$ cat src/rtl/ppt_pipe_pkg.sv
// Shared definitions for the skid-buffered pipeline register: FSM encoding
// and the default payload width.
package ppt_pipe_pkg;

  localparam int PPT_DEFAULT_WIDTH = 32;

  typedef enum logic [1:0] {
    ST_EMPTY = 2'd0,
    ST_BUSY  = 2'd1,
    ST_FULL  = 2'd2
  } state_e;

  // Occupancy reported on the level port for each state.
  function automatic logic [1:0] state_level(input state_e st);
    case (st)
      ST_BUSY: state_level = 2'd1;
      ST_FULL: state_level = 2'd2;
      default: state_level = 2'd0;
    endcase
  endfunction

endpackage

$ cat src/rtl/pipe_data_reg.sv
// WIDTH-bit payload register with load enable and synchronous clear.
module pipe_data_reg #(
  parameter int WIDTH = 32
) (
  input  logic             clk,
  input  logic             reset,
  input  logic             i_load,
  input  logic [WIDTH-1:0] i_d,
  output logic [WIDTH-1:0] o_q
);

  logic [WIDTH-1:0] r_q;

  always_ff @(posedge clk) begin
    if (reset) begin
      r_q <= '0;
    end else if (i_load) begin
      r_q <= i_d;
    end
  end

  assign o_q = r_q;

endmodule

$ cat src/rtl/pipe_skid_reg.sv
// Two-entry skid-buffered pipeline register: full throughput, registered
// m_data, and s_ready that depends only on state (never on m_ready).
module pipe_skid_reg
  import ppt_pipe_pkg::*;
#(
  parameter int WIDTH = PPT_DEFAULT_WIDTH
) (
  input  logic             clk,
  input  logic             reset,
  input  logic             s_valid,
  input  logic [WIDTH-1:0] s_data,
  output logic             s_ready,
  output logic             m_valid,
  output logic [WIDTH-1:0] m_data,
  input  logic             m_ready,
  output logic [1:0]       level
);

  state_e           r_state;
  state_e           w_next;
  logic             w_main_load;
  logic             w_main_from_skid;
  logic             w_skid_load;
  logic [WIDTH-1:0] w_main_d;
  logic [WIDTH-1:0] w_skid_q;

  // State register
  always_ff @(posedge clk) begin
    if (reset) begin
      r_state <= ST_EMPTY;
    end else begin
      r_state <= w_next;
    end
  end

  // Next-state logic
  always_comb begin
    w_next = r_state;
    case (r_state)
      ST_EMPTY: begin
        if (s_valid) w_next = ST_BUSY;
      end
      ST_BUSY: begin
        if (s_valid && !m_ready)      w_next = ST_FULL;
        else if (!s_valid && m_ready) w_next = ST_EMPTY;
      end
      ST_FULL: begin
        if (m_ready) w_next = ST_BUSY;
      end
      default: w_next = ST_EMPTY;
    endcase
  end

  // Output and datapath-enable logic
  always_comb begin
    w_main_load      = 1'b0;
    w_main_from_skid = 1'b0;
    w_skid_load      = 1'b0;
    case (r_state)
      ST_EMPTY: begin
        w_main_load = s_valid;
      end
      ST_BUSY: begin
        w_main_load = s_valid && m_ready;
        w_skid_load = s_valid && !m_ready;
      end
      ST_FULL: begin
        // Skid drains into main; no input is taken in this state.
        w_main_load      = m_ready;
        w_main_from_skid = 1'b1;
      end
      default: ;
    endcase
    m_valid = (r_state != ST_EMPTY);
    level   = state_level(r_state);
  end

  assign s_ready  = (r_state != ST_FULL) && !reset;
  assign w_main_d = w_main_from_skid ? w_skid_q : s_data;

  pipe_data_reg #(.WIDTH(WIDTH)) u_main (
    .clk    (clk),
    .reset  (reset),
    .i_load (w_main_load),
    .i_d    (w_main_d),
    .o_q    (m_data)
  );

  pipe_data_reg #(.WIDTH(WIDTH)) u_skid (
    .clk    (clk),
    .reset  (reset),
    .i_load (w_skid_load),
    .i_d    (s_data),
    .o_q    (w_skid_q)
  );

endmodule

$ cat config.mk
export PLATFORM = sky130hd
export DESIGN_NAME = pipe_skid_reg
export DESIGN_NICKNAME = d
export VERILOG_FILES = /design/src/rtl/ppt_pipe_pkg.sv /design/src/rtl/pipe_data_reg.sv /design/src/rtl/pipe_skid_reg.sv
export SDC_FILE = /design/constraint.sdc
export NUM_CORES = 1
export LEC_CHECK = 0
export ABC_CLOCK_PERIOD_IN_PS = 1500
export CORE_UTILIZATION = 38
export DETAILED_ROUTE_END_ITERATION = 7
export PLACE_DENSITY = 0.74
export SLEW_MARGIN = 10
export SYNTH_ARGS = -nofsm -noshare
export SYNTH_HDL_FRONTEND = slang
export SYNTH_SLANG_ARGS = --single-unit
$ cat constraint.sdc
create_clock -name clk -period 1.5 [get_ports clk]
set_clock_uncertainty 0.05 [all_clocks]
set_input_delay 0.225 -clock clk [delete_from_list [all_inputs] [get_ports clk]]
set_output_delay 0.225 -clock clk [all_outputs]
set_load 0.05 [all_outputs]
# After elaboration in Yosys (flattened, before gate mapping)
# Cells that the tools add are included.
dict set report op_classes {
  n_eq_ne 6
  n_mux 10
  n_reduce_logical 10
}
# op n
set op_table {}
lappend op_table {{two-way mux 32 bit} 1}
lappend op_table {{two-way mux 2 bit} 4}
lappend op_table {{!= test 2 bit (second input constant)} 3}
lappend op_table {{one-hot mux 2 bit (3 select lines)} 1}
lappend op_table {{logical AND 1 bit} 4}
lappend op_table {{one-hot mux 2 bit (2 select lines)} 1}
lappend op_table {{logical NOT 1 bit} 3}
lappend op_table {{!= test 3 bit (second input constant)} 1}
lappend op_table {{one-hot mux 1 bit (3 select lines)} 1}
lappend op_table {{AND reduction 3 bit} 1}
lappend op_table {{equality test 2 x 1 -> 1 bit (second input constant)} 1}
lappend op_table {{equality test 2 bit (second input constant)} 1}
lappend op_table {{logical NOT 2 bit} 1}
lappend op_table {{two-way mux 1 bit} 2}
lappend op_table {{nonzero test 2 bit} 1}
dict set report word_totals {
  regBits 66
  output_inout_bits 36
}

# Logic depth before layout (Yosys ltp)
# Gate-level depths: netlist of the first run.
dict set report logic_depth {
  depth_word 5
  depth_mapped 7
  mapped_depth_nobuf 5
}

# Hierarchy
# From an unflattened synthesis of the first run, not the netlist that was laid out.
dict set report unflattened {
  hier_cells 262
  hier_area_um2 3057.9
}
# module n_inst cells_each area_each_um2 seq_area_each_um2
set by_module_without_submodules {}
lappend by_module_without_submodules {pipe_data_reg 2 103 1163.6 640.6}
lappend by_module_without_submodules {pipe_skid_reg 1 56 730.7 40.0}

# Worst setup path before layout of the first run
# No wires, ideal clock.
dict set report synth_path {
  path_kind {register -> output}
  from {register r_state[0]}
  to {output port s_ready}
  t_arrival_ns 1.660
  t_required_ns 1.225
  path_slack_ns -0.435
  stages_incl_launch_ff 7
  n_path_buf 3
  cell_sequence {dfxtp_1 > buf_6 > nand2b_1 > buf_4 > buf_4 > inv_2 > nor2_1}
}
dict set report synth_via {
  elab_chain_len 2
}
# item line_no
set synth_rtl {}
lappend synth_rtl {{start, declared} pipe_skid_reg.sv:19} ;# state_e r_state;
lappend synth_rtl {{start signal, assigned} pipe_skid_reg.sv:32} ;# r_state <= w_next;
lappend synth_rtl {{!= test 2 bit} pipe_skid_reg.sv:78} ;# assign s_ready = (r_state != ST_FULL) && !reset;
lappend synth_rtl {{logical AND 1 bit} pipe_skid_reg.sv:78}
lappend synth_rtl {{end, declared} pipe_skid_reg.sv:12} ;# output logic s_ready,
# No other way between the ends.

# Worst setup path in the final report of the first run
dict set report layout_path {
  from {register r_state[0]}
  to {register u_main.r_q[12] (netlist: u_main.o_q[12])}
}
dict set report layout_via {
  elab_chain_len 3
}
# item line_no
set layout_rtl {}
lappend layout_rtl {{equality test 2 bit} pipe_skid_reg.sv:59} ;# case (r_state)
lappend layout_rtl {{two-way mux 1 bit} pipe_skid_reg.sv:59}
lappend layout_rtl {{two-way mux 32 bit} pipe_skid_reg.sv:79} ;# assign w_main_d = w_main_from_skid ? w_skid_q : s_data;
lappend layout_rtl {{end signal, assigned} pipe_data_reg.sv:18} ;# r_q <= i_d;
lappend layout_rtl {{end, declared} pipe_data_reg.sv:12} ;# logic [WIDTH-1:0] r_q;
# Parallel ways exist; a longest one is shown, timed or not.
# A chain may end at the register's enable or synchronous reset.

==> flow_summary.ini, run 1 <==
[synth]
ys_types = 26
synthSimpleGateAreaFrac = 0.0985
synth_cells = 309
ys_seq_area_frac = 0.441
avgSynthCellArea_sq_um = 9.70
synthXorXnorAreaFrac = 0
synth_top_family_by_area = compound AO/OA/AOI/OAI gates
synthAdderAreaFrac = 0.00835
ys_warn_count = 0
syn_nets = 347
synth.area.mux_share = 0.116
synth_compound_area_frac = 0.273
syn_area_sq_mm = 0.00300
postSynthRegisterBits = 66

[die]
dieArea_sq_mm = 0.00824
ios = 72
start_util = 0.390
die_h_microns = 90.8
fp-row-count = 32
core_sq_mm = 0.00769
die_w_microns = 90.8

[timing]
slew_violations = 0
worstMarginPinSlew_ps = 254
relSlewSlack = 0.831
min_period_ps = 1540
rsz0062_at_grt = yes
hold_violations = 0
fin_ws_ps = -38.7
min_period_over_period = 1.03
setup_violations = 12
timing.fmax_ghz = 0.650

[hold_path]
holdPathStages = 3
hold_class = in -> reg

[status]
status = finished with violations
violations = negative setup slack

[flow_run]
maxCapViolCount = 0

[placed_design]
hpwl_microns = 5250
placement.io_buffers = 71
dp_slack_ps = -472
gp_congestion = 0.755

[clock_network]
cts_sinks = 66
clock_latency_ps = 340
clk_transition_reported_paths_ps = 70
hold_buffers = 0
numCtsBuffers = 9
root_buffer = clkbuf_8
clockBufferDepth = 2
cts_tree = built
htree_num_levels = 3

[worst_setup_path]
path_max_fanout = 6
worstPathArrival_ps = 1710
cp-start-kind = register
cp-end-kind = register
critical_path_class = reg -> reg
worstPathRequired_ps = 1670
r2r_cells = 5

[routing]
vias = 2732
drtIter0Drc = 94
routedWlPerCell_microns = 17.6
drt_pass1_iterations = 4
route.detailed.drc = 0
viasPerCell = 5.46
wl_microns = 8810
postRouteAntennaNets = 0

[cells_and_area]
n_antenna_cell = 0
final_util = 0.631
multi_input_area_sq_mm = 0.00182
areaGrowthSynthToFinish_pct = 61.8
num-fill-cells = 584
drive_above_1_share = 0.417
seq_area_sq_mm = 0.00133
nets = 433

[global_route]
grt_max_degree = 37
grt_pass1_wl_microns = 12700
grt_use_total = 0.197
grt_overflow = 0
grt_antenna_before_repair = 0
grt_pass1_vias = 2543

[pwr]
ir_worst_vdd_v = 0.000471
fin_total_pwr_w = 0.00471
power_density_mw_per_mm2 = 972
power.leakage_nw = 1.94
==> layer usage <==
layer	vias up	wire [microns]	track usage
met5	-	0	0
met4	0	150	0.0780
met3	15	397	0.0463
met2	97	4280	0.319
met1	1343	3980	0.253
li1	1277	-	-
==> cells in the final DEF, fill, tap and decap left out, types with 4 or more instances in the layout <==
| cell | count |
|---|---|
| buf_4 | 21 |
| a21oi_1 | 33 |
| mux2i_1 | 28 |
| a21o_4 | 4 |
| buf_12 | 38 |
| a211oi_2 | 55 |
| mux2i_2 | 4 |
| a211oi_4 | 9 |
| clkdlybuf4s50_1 | 32 |
| nand2_1 | 64 |
| clkbuf_8 | 10 |
| buf_6 | 5 |
| dfxtp_1 | 64 |
==> cell families (layout without fill, tap and decap cells) <==
| family | count (synthesis) | after routing |
|---|---|---|
| and+or+nand+nor | 73 | 73 |
| buffers and inverters | 35 | 120 |
| DFF | 66 | 66 |
| AOI/OAI and AO/OA | 99 | 102 |
| adders and majority gates | 2 | 2 |
| muxes | 34 | 35 |
==> cells in the mapped netlist <==
cell type  instances  area share
buf_1              1      0.0013
and3b_1            2      0.0058
inv_1              1      0.0013
inv_2              1      0.0013
nor2b_1            1      0.0021
or2_2              1      0.0021
clkbuf_1          13       0.016
nand2b_1           1      0.0021
a2bb2oi_1          1      0.0029
clkbuf_4           2      0.0050
nand2_1           64       0.080
mux2_2             1      0.0038
nor2_1             3      0.0038
mux2i_1           32        0.11
a21oi_1           33       0.055
a211oi_1          34       0.085
dfxtp_1           66        0.44
buf_6              4       0.015
ha_1               2      0.0083
nand3b_1           1      0.0025
clkinv_1           1      0.0013
buf_2             10       0.017
a21o_4             1      0.0050
mux2_4             1      0.0050
buf_4              2      0.0050
a211oi_2          30        0.13
==> worst max-delay path, stage by stage (launching register included) <==
cell and delay (ps):
dfxtp_4 360, buf_4 150, mux2_4 370, buf_6 170, a211oi_2 240, a211oi_2 90
==> per-stage QoR <==
step | instance area, sq um | hold WS [ps] | setup TNS (ps) | cells
finish | 4850 | 350 | -204 | 500
CTS | 4520 | 330 | -894 | 489
floorplan | 3010 | 311 | 0 | 309
detailed placement | 4210 | 397 | -22560 | 473
global route | 4850 | 358 | -710 | 500
global placement | 4210 | 390 | -19370 | 473
==> power by group <==
group / internal [W] / switching [W]
combinational: 0.000715 / 0.000717
clock: 0.000621 / 0.000652
sequential: 0.00186 / 0.000144
total: 0.00320 / 0.00151
==> layout make-up <==
| cell class | instances | area share |
|---|---|---|
| Timing Repair Buffer | 103 | 0.288 |
| Sequential cell | 66 | 0.274 |
| Tap cell | 102 | 0.0263 |
| Clock buffer | 11 | 0.0292 |
| Multi-Input combinational cell | 212 | 0.375 |
| Inverter | 3 | 0.00413 |
| Clock inverter | 3 | 0.00361 |
==> state kept, by name, indices dropped and copies added, names as in the netlist <==
register,flops
u_main.o_q,32
r_state,2
u_skid.o_q,32
==> worst paths after layout <==
check | from | to | slack (ps)
worst min register to register | u_skid.o_q[27] | u_skid.o_q[27] | 410
worst max register to register | r_state[0] | u_main.o_q[12] | -40
worst min-delay path | reset | r_state[0] | 350
worst max-delay path | r_state[0] | u_main.o_q[12] | -40
==> repair_timing <==
action                     in CTS  in global routing
setup endpoints to repair      35                 50
gates resized for setup        29                 47
cloned                          1                  4
pin swaps                       3                 31
setup buffers                   1                  7
Power figures use the tool's default switching activity.
==> run 2, diff against run 1 <==
--- a/config.mk
+++ b/config.mk
@@ -8,7 +8,10 @@
 export ABC_CLOCK_PERIOD_IN_PS = 1500
 export CORE_UTILIZATION = 38
 export DETAILED_ROUTE_END_ITERATION = 7
+export GPL_TIMING_DRIVEN = 0
+export HOLD_SLACK_MARGIN = 0.15
 export PLACE_DENSITY = 0.74
+export SKIP_LAST_GASP = 1
 export SLEW_MARGIN = 10
 export SYNTH_ARGS = -nofsm -noshare
 export SYNTH_HDL_FRONTEND = slang
==> run 2 against run 1 <==
  * The flow still finishes with violations (negative setup slack)
  * Routed wire length shrank 13%
  * Register-to-register slack gained 60 ps
  * Combinational power shrank 27%
  * Non-clock buffer count shrank 1
  * Sequential power shrank 3%
  * Setup slack gained 33 ps
  * Count of clock-buffer cells in the layout grew 2
  * Via count shrank 5.2%
  * Largest power group unchanged
  * Highest routed layer unchanged
==> flow_summary.ini, run 2 (synthesized netlist as in run 1, its figures left out) <==
[status]
status = finished with violations
violations = negative setup slack

[placed_design]
hpwl_microns = 5220
dp_slack_ps = -733
placement.io_buffers = 70
gp_congestion = 0.787

[flow_run]
maxCapViolCount = 0

[routing]
routedWlPerCell_microns = 15.4
postRouteAntennaNets = 0
wl_microns = 7650
vias = 2589
route.detailed.drc = 0
drtIter0Drc = 112
viasPerCell = 5.22
drt_pass1_iterations = 4

[worst_setup_path]
cp-start-kind = register
cp-end-kind = output pin
worstPathRequired_ps = 1220
worstPathArrival_ps = 1230
critical_path_class = reg -> out
path_max_fanout = 5

[global_route]
grt_overflow = 0
grt_use_total = 0.197
grt_antenna_before_repair = 0
grt_pass1_wl_microns = 12700
grt_pass1_vias = 2516
grt_max_degree = 11

[clock_network]
clock_latency_ps = 340
hold_buffers = 0
numCtsBuffers = 9
htree_num_levels = 3
root_buffer = clkbuf_8
clk_transition_reported_paths_ps = 70
cts_tree = built
clockBufferDepth = 2
cts_sinks = 66

[timing]
rsz0062_at_grt = yes
slew_violations = 0
finalHoldWorstSlack_ps = 187
setup_violations = 1
min_period_over_period = 1.00
fin_ws_ps = -6.15
finalSetupTns_ps = -6.15
relSlewSlack = 0.455
timing.fmax_ghz = 0.664
worstMarginPinSlew_ps = 818
min_period_ps = 1510
hold_violations = 0

[pwr]
ir_worst_vdd_v = 0.000527
power_density_mw_per_mm2 = 1130
power.leakage_nw = 1.72

[cells_and_area]
final_cell_mix = nand2_1, dfxtp_1, a211oi_2
areaGrowthSynthToFinish_pct = 37.8
nets = 428
drive_above_1_share = 0.350
n_antenna_cell = 0

[die]
core_sq_mm = 0.00769
dieArea_sq_mm = 0.00824
fp-row-count = 32
start_util = 0.390
ios = 72
die_w_microns = 90.8
die_h_microns = 90.8

[hold_path]
hold_class = in -> reg
-- run 2: final cells by class --
type,count,area (sq um)
sequential,66,1330
timing repair buffer,74,603
tap,102,128
clock buffer,13,159
clock inverter,2,60.1
fill,700,3560
inverter,3,18.8
multi-input combinational,208,1620
buffer,28,219
-- run 2: path summary, 6_finish.rpt --
| kind | from | end | slack [ps] | cells after the start |
|---|---|---|---|---|
| worst max-delay path | r_state[0] | s_ready | -6 | 5 |
| worst min-delay path | reset | u_main.o_q[13] | 190 | 2 |
| worst max register to register | r_state[0] | u_main.o_q[16] | 20 | 4 |
| worst min register to register | u_skid.o_q[23] | u_skid.o_q[23] | 400 | 2 |
-- run 2: what timing repair did --
action	CTS	global route
setup buffers	3	1
resized for setup	125	59
pin swaps	1	2
endpoints found under the setup margin	96	59
-- run 2: critical path, stage by stage, from the launching register on --
cell and delay [ps]:
dfxtp_4 370, nand2b_4 140, buf_12 110, inv_8 30, nor2_4 90, buf_6 160
-- run 2: layer usage --
| layer | vias to the layer above | routed length (microns) | track usage |
|---|---|---|---|
| met5 | - | 0 | 0 |
| met2 | 74 | 3460 | 0.302 |
| met3 | 13 | 404 | 0.0598 |
| li1 | 1271 | - | - |
| met4 | 0 | 112 | 0.0714 |
| met1 | 1231 | 3670 | 0.259 |
-- run 2: per-stage QoR --
| stage | power (W) | std cells | area [sq um] | util |
|---|---|---|---|---|
| 2_1_floorplan | 0.00266 | 309 | 3010 | - |
| 3_3_place_gp | 0.00302 | 481 | 3840 | 0.499 |
| 3_5_place_dp | 0.00304 | 481 | 3840 | 0.499 |
| 4_1_cts | 0.00467 | 496 | 4170 | 0.542 |
| 5_1_grt | 0.00485 | 496 | 4130 | 0.537 |
| 6_report | 0.00465 | 496 | 4130 | 0.537 |
-- run 2: report_power, final --
| group | switching, W | internal [W] |
|---|---|---|
| Sequential | 0.0000801 | 0.00186 |
| Combinational | 0.000656 | 0.000391 |
| Clock | 0.000639 | 0.00102 |
| Total | 0.00138 | 0.00327 |
